## src/rtl/booking_pkg.sv

```systemverilog
// Shared constants and FSM encoding for the seat-booking scheduler.
package booking_pkg;
  localparam int NUM_TRAINS  = 4;
  localparam int CAPACITY    = 9;
  localparam int FARE_MAX    = 900;
  localparam int LOCK_THRESH = 3;
  localparam int FARE_W      = 10;
  localparam int CNT_W       = 4;

  typedef logic [2:0] state_t;
  localparam state_t ST_IDLE   = 3'd0;
  localparam state_t ST_COMMIT = 3'd1;
  localparam state_t ST_SAMPLE = 3'd2;
  localparam state_t ST_CHECK  = 3'd3;
  localparam state_t ST_HEAL   = 3'd4;
  localparam state_t ST_LOCKED = 3'd5;

  function automatic int idx_w(input int n);
    return (n > 1) ? $clog2(n) : 1;
  endfunction
endpackage

```

## src/rtl/booking_if.sv

```systemverilog
// Requester and fault-detector signals of the booking scheduler.
interface booking_if #(parameter int NUM_TRAINS = booking_pkg::NUM_TRAINS);
  import booking_pkg::*;

  logic [NUM_TRAINS-1:0]        req;
  logic [FARE_W*NUM_TRAINS-1:0] req_fare;
  logic                         fault_flag;
  logic [NUM_TRAINS-1:0]        gnt;
  logic [NUM_TRAINS-1:0]        done;
  logic [NUM_TRAINS-1:0]        nack;
  logic [CNT_W-1:0]             booked_count;
  logic [FARE_W-1:0]            fare;
  logic [CNT_W*NUM_TRAINS-1:0]  seat_counts;
  logic                         heal_active;
  logic                         locked;
  logic                         busy;

  modport slave (
    input  req, req_fare, fault_flag,
    output gnt, done, nack, booked_count, fare, seat_counts, heal_active, locked, busy
  );

  modport master (
    output req, req_fare, fault_flag,
    input  gnt, done, nack, booked_count, fare, seat_counts, heal_active, locked, busy
  );
endinterface

```

## src/rtl/rr_arbiter.sv

```systemverilog
// Round-robin picker: first requester at or after the pointer wins (one-hot).
module rr_arbiter #(
  parameter int N  = 4,
  parameter int PW = 2
) (
  input  logic [N-1:0]  req_i,
  input  logic [PW-1:0] ptr_i,
  output logic [N-1:0]  gnt_o
);
  logic          found;
  logic [PW-1:0] idx;

  always_comb begin
    gnt_o = '0;
    found = 1'b0;
    idx   = '0;
    for (int k = 0; k < N; k++) begin
      idx = PW'((int'(ptr_i) + k) % N);
      if (!found && req_i[idx]) begin
        gnt_o[idx] = 1'b1;
        found      = 1'b1;
      end
    end
  end
endmodule

```

## src/rtl/booking_scheduler.sv

```systemverilog
// Arbitrates train booking requests, commits seats, and rolls back a booking
// when the external detector flags the committed fare; locks after repeated heals.
module booking_scheduler #(
  parameter int NUM_TRAINS  = booking_pkg::NUM_TRAINS,
  parameter int CAPACITY    = booking_pkg::CAPACITY,
  parameter int LOCK_THRESH = booking_pkg::LOCK_THRESH
) (
  input logic      clk,
  input logic      rst,
  booking_if.slave bus
);
  import booking_pkg::*;

  // state  | meaning
  // IDLE   | arbitrate   COMMIT | grant, bump count   SAMPLE | detector latches
  // CHECK  | read fault  HEAL   | roll back count     LOCKED | dead until reset
  localparam int PW  = idx_w(NUM_TRAINS);
  localparam int FCW = idx_w(LOCK_THRESH + 1);

  state_t                           state_q, state_d;
  logic [PW-1:0]                    winner_q, winner_d, ptr_q, ptr_d, win_idx;
  logic [NUM_TRAINS-1:0]            win_oh, done_q, done_d, nack_q, nack_d, gnt_oh;
  logic [NUM_TRAINS-1:0][CNT_W-1:0] seat_q, seat_d;
  logic [CNT_W-1:0]                 snap_q, snap_d, bcnt_q, bcnt_d, cur_seat;
  logic [FARE_W-1:0]                fare_q, fare_d, cur_fare;
  logic [FCW-1:0]                   fcnt_q, fcnt_d, fcnt_inc;

  rr_arbiter #(.N(NUM_TRAINS), .PW(PW)) u_arb (
    .req_i (bus.req),
    .ptr_i (ptr_q),
    .gnt_o (win_oh)
  );

  always_comb begin
    win_idx = '0;
    for (int i = 0; i < NUM_TRAINS; i++) begin
      if (win_oh[i]) win_idx = PW'(i);
    end
  end

  assign cur_seat = seat_q[winner_q];
  assign cur_fare = bus.req_fare[int'(winner_q)*FARE_W +: FARE_W];
  assign fcnt_inc = fcnt_q + FCW'(1);

  always_comb begin
    state_d  = state_q;
    winner_d = winner_q;
    ptr_d    = ptr_q;
    seat_d   = seat_q;
    snap_d   = snap_q;
    bcnt_d   = bcnt_q;
    fare_d   = fare_q;
    fcnt_d   = fcnt_q;
    done_d   = '0;
    nack_d   = '0;
    case (state_q)
      ST_IDLE: begin
        if (|bus.req) begin
          winner_d = win_idx;
          ptr_d    = (win_idx == PW'(NUM_TRAINS - 1)) ? '0 : win_idx + PW'(1);
          state_d  = ST_COMMIT;
        end
      end
      ST_COMMIT: begin
        if (cur_seat >= CNT_W'(CAPACITY)) begin
          nack_d[winner_q] = 1'b1;
          state_d          = ST_IDLE;
        end else begin
          snap_d           = cur_seat;
          seat_d[winner_q] = cur_seat + CNT_W'(1);
          bcnt_d           = cur_seat + CNT_W'(1);
          fare_d           = cur_fare;
          state_d          = ST_SAMPLE;
        end
      end
      ST_SAMPLE: state_d = ST_CHECK;
      ST_CHECK: begin
        if (bus.fault_flag) begin
          state_d = ST_HEAL;
        end else begin
          done_d[winner_q] = 1'b1;
          fcnt_d           = '0;
          bcnt_d           = '0;
          fare_d           = '0;
          state_d          = ST_IDLE;
        end
      end
      ST_HEAL: begin
        seat_d[winner_q] = snap_q;
        bcnt_d           = '0;
        fare_d           = '0;
        fcnt_d           = fcnt_inc;
        nack_d[winner_q] = 1'b1;
        state_d          = (fcnt_inc >= FCW'(LOCK_THRESH)) ? ST_LOCKED : ST_IDLE;
      end
      ST_LOCKED: state_d = ST_LOCKED;
      default:   state_d = ST_IDLE;
    endcase
  end

  always_ff @(posedge clk) begin
    if (!rst) begin
      state_q  <= ST_IDLE;
      winner_q <= '0;
      ptr_q    <= '0;
      seat_q   <= '0;
      snap_q   <= '0;
      bcnt_q   <= '0;
      fare_q   <= '0;
      fcnt_q   <= '0;
      done_q   <= '0;
      nack_q   <= '0;
    end else begin
      state_q  <= state_d;
      winner_q <= winner_d;
      ptr_q    <= ptr_d;
      seat_q   <= seat_d;
      snap_q   <= snap_d;
      bcnt_q   <= bcnt_d;
      fare_q   <= fare_d;
      fcnt_q   <= fcnt_d;
      done_q   <= done_d;
      nack_q   <= nack_d;
    end
  end

  assign gnt_oh           = NUM_TRAINS'(1) << winner_q;
  assign bus.gnt          = (state_q == ST_COMMIT) ? gnt_oh : '0;
  assign bus.done         = done_q;
  assign bus.nack         = nack_q;
  assign bus.booked_count = bcnt_q;
  assign bus.fare         = fare_q;
  assign bus.seat_counts  = seat_q;
  assign bus.heal_active  = (state_q == ST_HEAL);
  assign bus.locked       = (state_q == ST_LOCKED);
  assign bus.busy         = (state_q != ST_IDLE) && (state_q != ST_LOCKED);
endmodule

```

## src/flat_wrapper.sv

```systemverilog
// flat-port wrapper written by rule: the top's interface ports become plain ports
module booking_scheduler_flat import booking_pkg::*;
#(
  parameter int NUM_TRAINS  = booking_pkg::NUM_TRAINS,
  parameter int CAPACITY    = booking_pkg::CAPACITY,
  parameter int LOCK_THRESH = booking_pkg::LOCK_THRESH
)
  (clk, rst, bus_req, bus_req_fare, bus_fault_flag, bus_gnt, bus_done, bus_nack, bus_booked_count, bus_fare, bus_seat_counts, bus_heal_active, bus_locked, bus_busy);
  booking_if #(.NUM_TRAINS(NUM_TRAINS)) bus_i ();
  input logic clk;
  input logic rst;
  input wire logic [$bits(bus_i.req)-1:0] bus_req;
  input wire logic [$bits(bus_i.req_fare)-1:0] bus_req_fare;
  input wire logic [$bits(bus_i.fault_flag)-1:0] bus_fault_flag;
  output wire logic [$bits(bus_i.gnt)-1:0] bus_gnt;
  output wire logic [$bits(bus_i.done)-1:0] bus_done;
  output wire logic [$bits(bus_i.nack)-1:0] bus_nack;
  output wire logic [$bits(bus_i.booked_count)-1:0] bus_booked_count;
  output wire logic [$bits(bus_i.fare)-1:0] bus_fare;
  output wire logic [$bits(bus_i.seat_counts)-1:0] bus_seat_counts;
  output wire logic [$bits(bus_i.heal_active)-1:0] bus_heal_active;
  output wire logic [$bits(bus_i.locked)-1:0] bus_locked;
  output wire logic [$bits(bus_i.busy)-1:0] bus_busy;
  assign bus_i.req = bus_req;
  assign bus_i.req_fare = bus_req_fare;
  assign bus_i.fault_flag = bus_fault_flag;
  assign bus_gnt = bus_i.gnt;
  assign bus_done = bus_i.done;
  assign bus_nack = bus_i.nack;
  assign bus_booked_count = bus_i.booked_count;
  assign bus_fare = bus_i.fare;
  assign bus_seat_counts = bus_i.seat_counts;
  assign bus_heal_active = bus_i.heal_active;
  assign bus_locked = bus_i.locked;
  assign bus_busy = bus_i.busy;
  booking_scheduler #(.NUM_TRAINS(NUM_TRAINS), .CAPACITY(CAPACITY), .LOCK_THRESH(LOCK_THRESH)) u_core (.clk(clk), .rst(rst), .bus(bus_i));
endmodule
```

## config.mk

```make
export PLATFORM = sky130hd
export DESIGN_NAME = booking_scheduler_flat
export DESIGN_NICKNAME = d
export VERILOG_FILES = /design/src/rtl/booking_pkg.sv /design/src/rtl/booking_if.sv /design/src/rtl/rr_arbiter.sv /design/src/rtl/booking_scheduler.sv /design/src/flat_wrapper.sv
export SDC_FILE = /design/constraint.sdc
export NUM_CORES = 1
export LEC_CHECK = 0
export ABC_CLOCK_PERIOD_IN_PS = 3400
export CORE_UTILIZATION = 45
export CTS_BUF_LIST = sky130_fd_sc_hd__clkbuf_16
export DETAILED_ROUTE_END_ITERATION = 16
export MAX_ROUTING_LAYER = met4
export PLACE_DENSITY = 0.79
export SLEW_MARGIN = 20
export SYNTH_ARGS = -nofsm -noshare
export SYNTH_HDL_FRONTEND = slang
export SYNTH_SLANG_ARGS = --single-unit
```

## constraint.sdc

```tcl
create_clock -name clk -period 3.4 [get_ports clk]
set_input_delay 0.85 -clock clk [delete_from_list [all_inputs] [get_ports clk]]
set_output_delay 0.85 -clock clk [all_outputs]
set_load 0.05 [all_outputs]
```

==> impl_metrics.csv, run 1 <==
group,metric,value,unit
route,viasPerCell,5.41,
final_layout,area_growth,40.7,%
final_layout,num_antenna_cells,0,
flow_run,drv_cap,0,
setup_path,worst-path-max-fanout,8,
floorplanning,ios,92,
sta,timing.final.crit_share,0.943,
sta,tightest_slew,0.708,ns
min_path,hp-class,"reg -> reg",
run_status,outcome,"completed",
setup_path,worstPathRequired,2.55,ns
floorplanning,die_area,6540,µm²
clocking,hold_buffers,0,
clocking,root_buffer,"clkbuf_16",
grt,grt_max_degree,21,
floorplanning,start_util,0.470,
final_layout,layout.cells.most_common_list,"clkdlybuf4s50_1 (89), dfxtp_1 (51), nor2b_1 (31)",
final_layout,final_nets,422,
clocking,ctsLongestPathBuffers,2,
clocking,clkTransAtPathRegs,0.06,ns
final_layout,final_common_cell,"clkdlybuf4s50_1",
setup_path,path_class,"reg -> out",
sta,max_freq,312,MHz
synth,yosys_warnings,0,
clocking,cts_buffers,5,
power_and_ir_drop,p_leak,1.48,nW
synth,netlist-cell-type-count,50,
clocking,clk_latency,0.29,ns
route,final_antenna_net_count,0,
setup_path,rr_worst_depth,7,
synth,synth_cells,278,
route,drt_iter0_drc,115,
grt,antenna_found_initial,0,
sta,hold_slack,0.471,ns
placement,place_area,3770,µm²
final_layout,final_util,0.661,
placement,gp_congestion,0.889,
floorplanning,chipHeight,80.9,µm
synth,syn_nets,335,
synth,ys.flop_type,"dfxtp_1",
placement,hpwlAfterDp,5.00,mm
setup_path,start_kind,"register",
power_and_ir_drop,power_density,544,nW/µm²
sta,period_minus_slack,3.20,ns
floorplanning,rows,28,
sta,worst_slack,0.195,ns
min_path,holdPathStages,2,
final_layout,final_cell_area,3940,µm²
clocking,cts_tree,"done",
sta,setup-tns-final,0,ns
sta,finalMaxSlewViolations,0,
clocking,ctsHtreeMaxLevel,2,
route,detail_route.wl_per_cell,15.3,µm
route,first_pass_iters,4,
sta,finClkSkew,0.00338,ns
sta,maxSlewHeadroom,0.524,
route,vias,2385,
clocking,postCtsSetupBuffers,0,
setup_path,critPathCaptureType,"primary output",
grt,grt.total_usage,0.211,
sta,rsz0062_at_grt,"false",
clocking,cts_resized,0,
floorplanning,die_x,80.9,µm
setup_path,worst_ep_arrival_time,2.35,ns
route,drc,0,
synth,syn_avg_cell_area,10.1,µm²
placement,portBuffers,91,
synth,ys_async_sr_fraction,0,
final_layout,drive_above_1_share,0.123,
power_and_ir_drop,vdd_ir_drop_max,318,µV
route,routed_wl,6.73,mm
clocking,numClockSinks,51,
synth,synth_edf_count,0,
placement,pre_cts_slack,0.415,ns
synth,seq_area_frac_synth,0.365,
sta,hold_viol,0,
grt,grt.overflow.total,0,
synth,synth_seq_cells,51,
sta,setup_viol,0,
synth,synth_area,2800,µm²
grt,grt_pass1_vias,2194,
floorplanning,core_area,5960,µm²
grt,grt_pass1_wl,10.3,mm
-- critical path, cell delays in order, from the launching register on --
cell and delay (ns):
dfxtp_1 0.44, or3b_2 0.58, nor3_1 0.21, clkdlybuf4s50_1 0.84
-- state kept, by name, summed over array words and instances, names as in the netlist --
| name | cells |
|---|---|
| u_core.bus.booked_count | 4 |
| u_core.bus.done | 4 |
| u_core.bus.fare | 10 |
| u_core.bus.nack | 4 |
| u_core.bus.seat_counts | 16 |
| u_core.fcnt_q | 2 |
| u_core.ptr_q | 2 |
| u_core.snap_q | 4 |
| u_core.state_q | 3 |
| u_core.winner_q | 2 |
-- kinds of logic after synthesis --
kind of cell,share of synthesized area
AOI/OAI and AO/OA,0.128
xor gates and xnor gates,0.00626
adders and majority gates,0.0447
buffers and inverters,0.0438
DFF,0.365
muxes,0.199
and+or+nand+nor,0.213
-- cells in the mapped netlist, types with 2 or more instances --
cell type	instances	area, µm²
nand3b_1	3	22.5
nand2b_1	5	31.3
o22ai_1	2	12.5
ha_1	10	125
a221oi_1	3	26.3
or3b_2	3	26.3
mux4_2	15	338
nor2b_1	31	194
and2_1	3	18.8
inv_1	8	30.0
nand2_1	25	93.8
dfxtp_1	51	1020
nor3_1	4	20.0
nor4_1	2	12.5
mux2i_1	13	130
a21oi_1	5	25.0
mux4_1	3	78.8
o21ai_0	7	35.0
nor2_1	17	63.8
nand3_1	6	30.0
clkbuf_1	13	48.8
a22oi_1	15	113
a21boi_0	3	22.5
buf_2	5	25.0
-- power by group --
part | switching [mW] | internal (mW)
Clock | 0.207 | 0.343
Sequential | 0.0765 | 0.648
Combinational | 0.456 | 0.413
-- final cells by class --
cell class	count	area, µm²
timing repair buffer	100	973
fill	499	2020
multi-input combinational	199	1660
clock inverter	3	38.8
inverter	8	30.0
tap	75	93.8
clock buffer	5	125
sequential	51	1020
-- routing by layer --
| layer | vias to the layer above | track usage | routed length [µm] |
|---|---|---|---|
| met3 | 7 | 0.0449 | 602 |
| met1 | 1116 | 0.257 | 2950 |
| met4 | 0 | 0.0714 | 43 |
| met5 | - | - | 0 |
| met2 | 83 | 0.344 | 3140 |
| li1 | 1179 | - | - |
-- through the flow --
| stage | total power [mW] | std cells |
|---|---|---|
| global route | 2.25 | 441 |
| global placement | 1.59 | 433 |
| finish | 2.14 | 441 |
| detailed placement | 1.60 | 433 |
| floorplan | 1.37 | 278 |
| CTS | 2.16 | 441 |
-- worst paths after layout --
kind / start / to / slack [ns]
max: u_core.state_q[0] / bus_gnt[0] / 0.20
min: u_core.snap_q[0] / u_core.snap_q[0] / 0.47
max reg2reg: u_core.ptr_q[0] / u_core.ptr_q[1] / 0.64
min reg2reg: u_core.snap_q[0] / u_core.snap_q[0] / 0.47
No activity file was read; power rests on OpenSTA's default activity.
==> inputs of run 2 (changes only) <==
Settings changed: CTS_CLUSTER_DIAMETER from default to 60.
==> results of run 2 <==
Same layout as run 1: the final DEF is identical, and so are final timing and power.
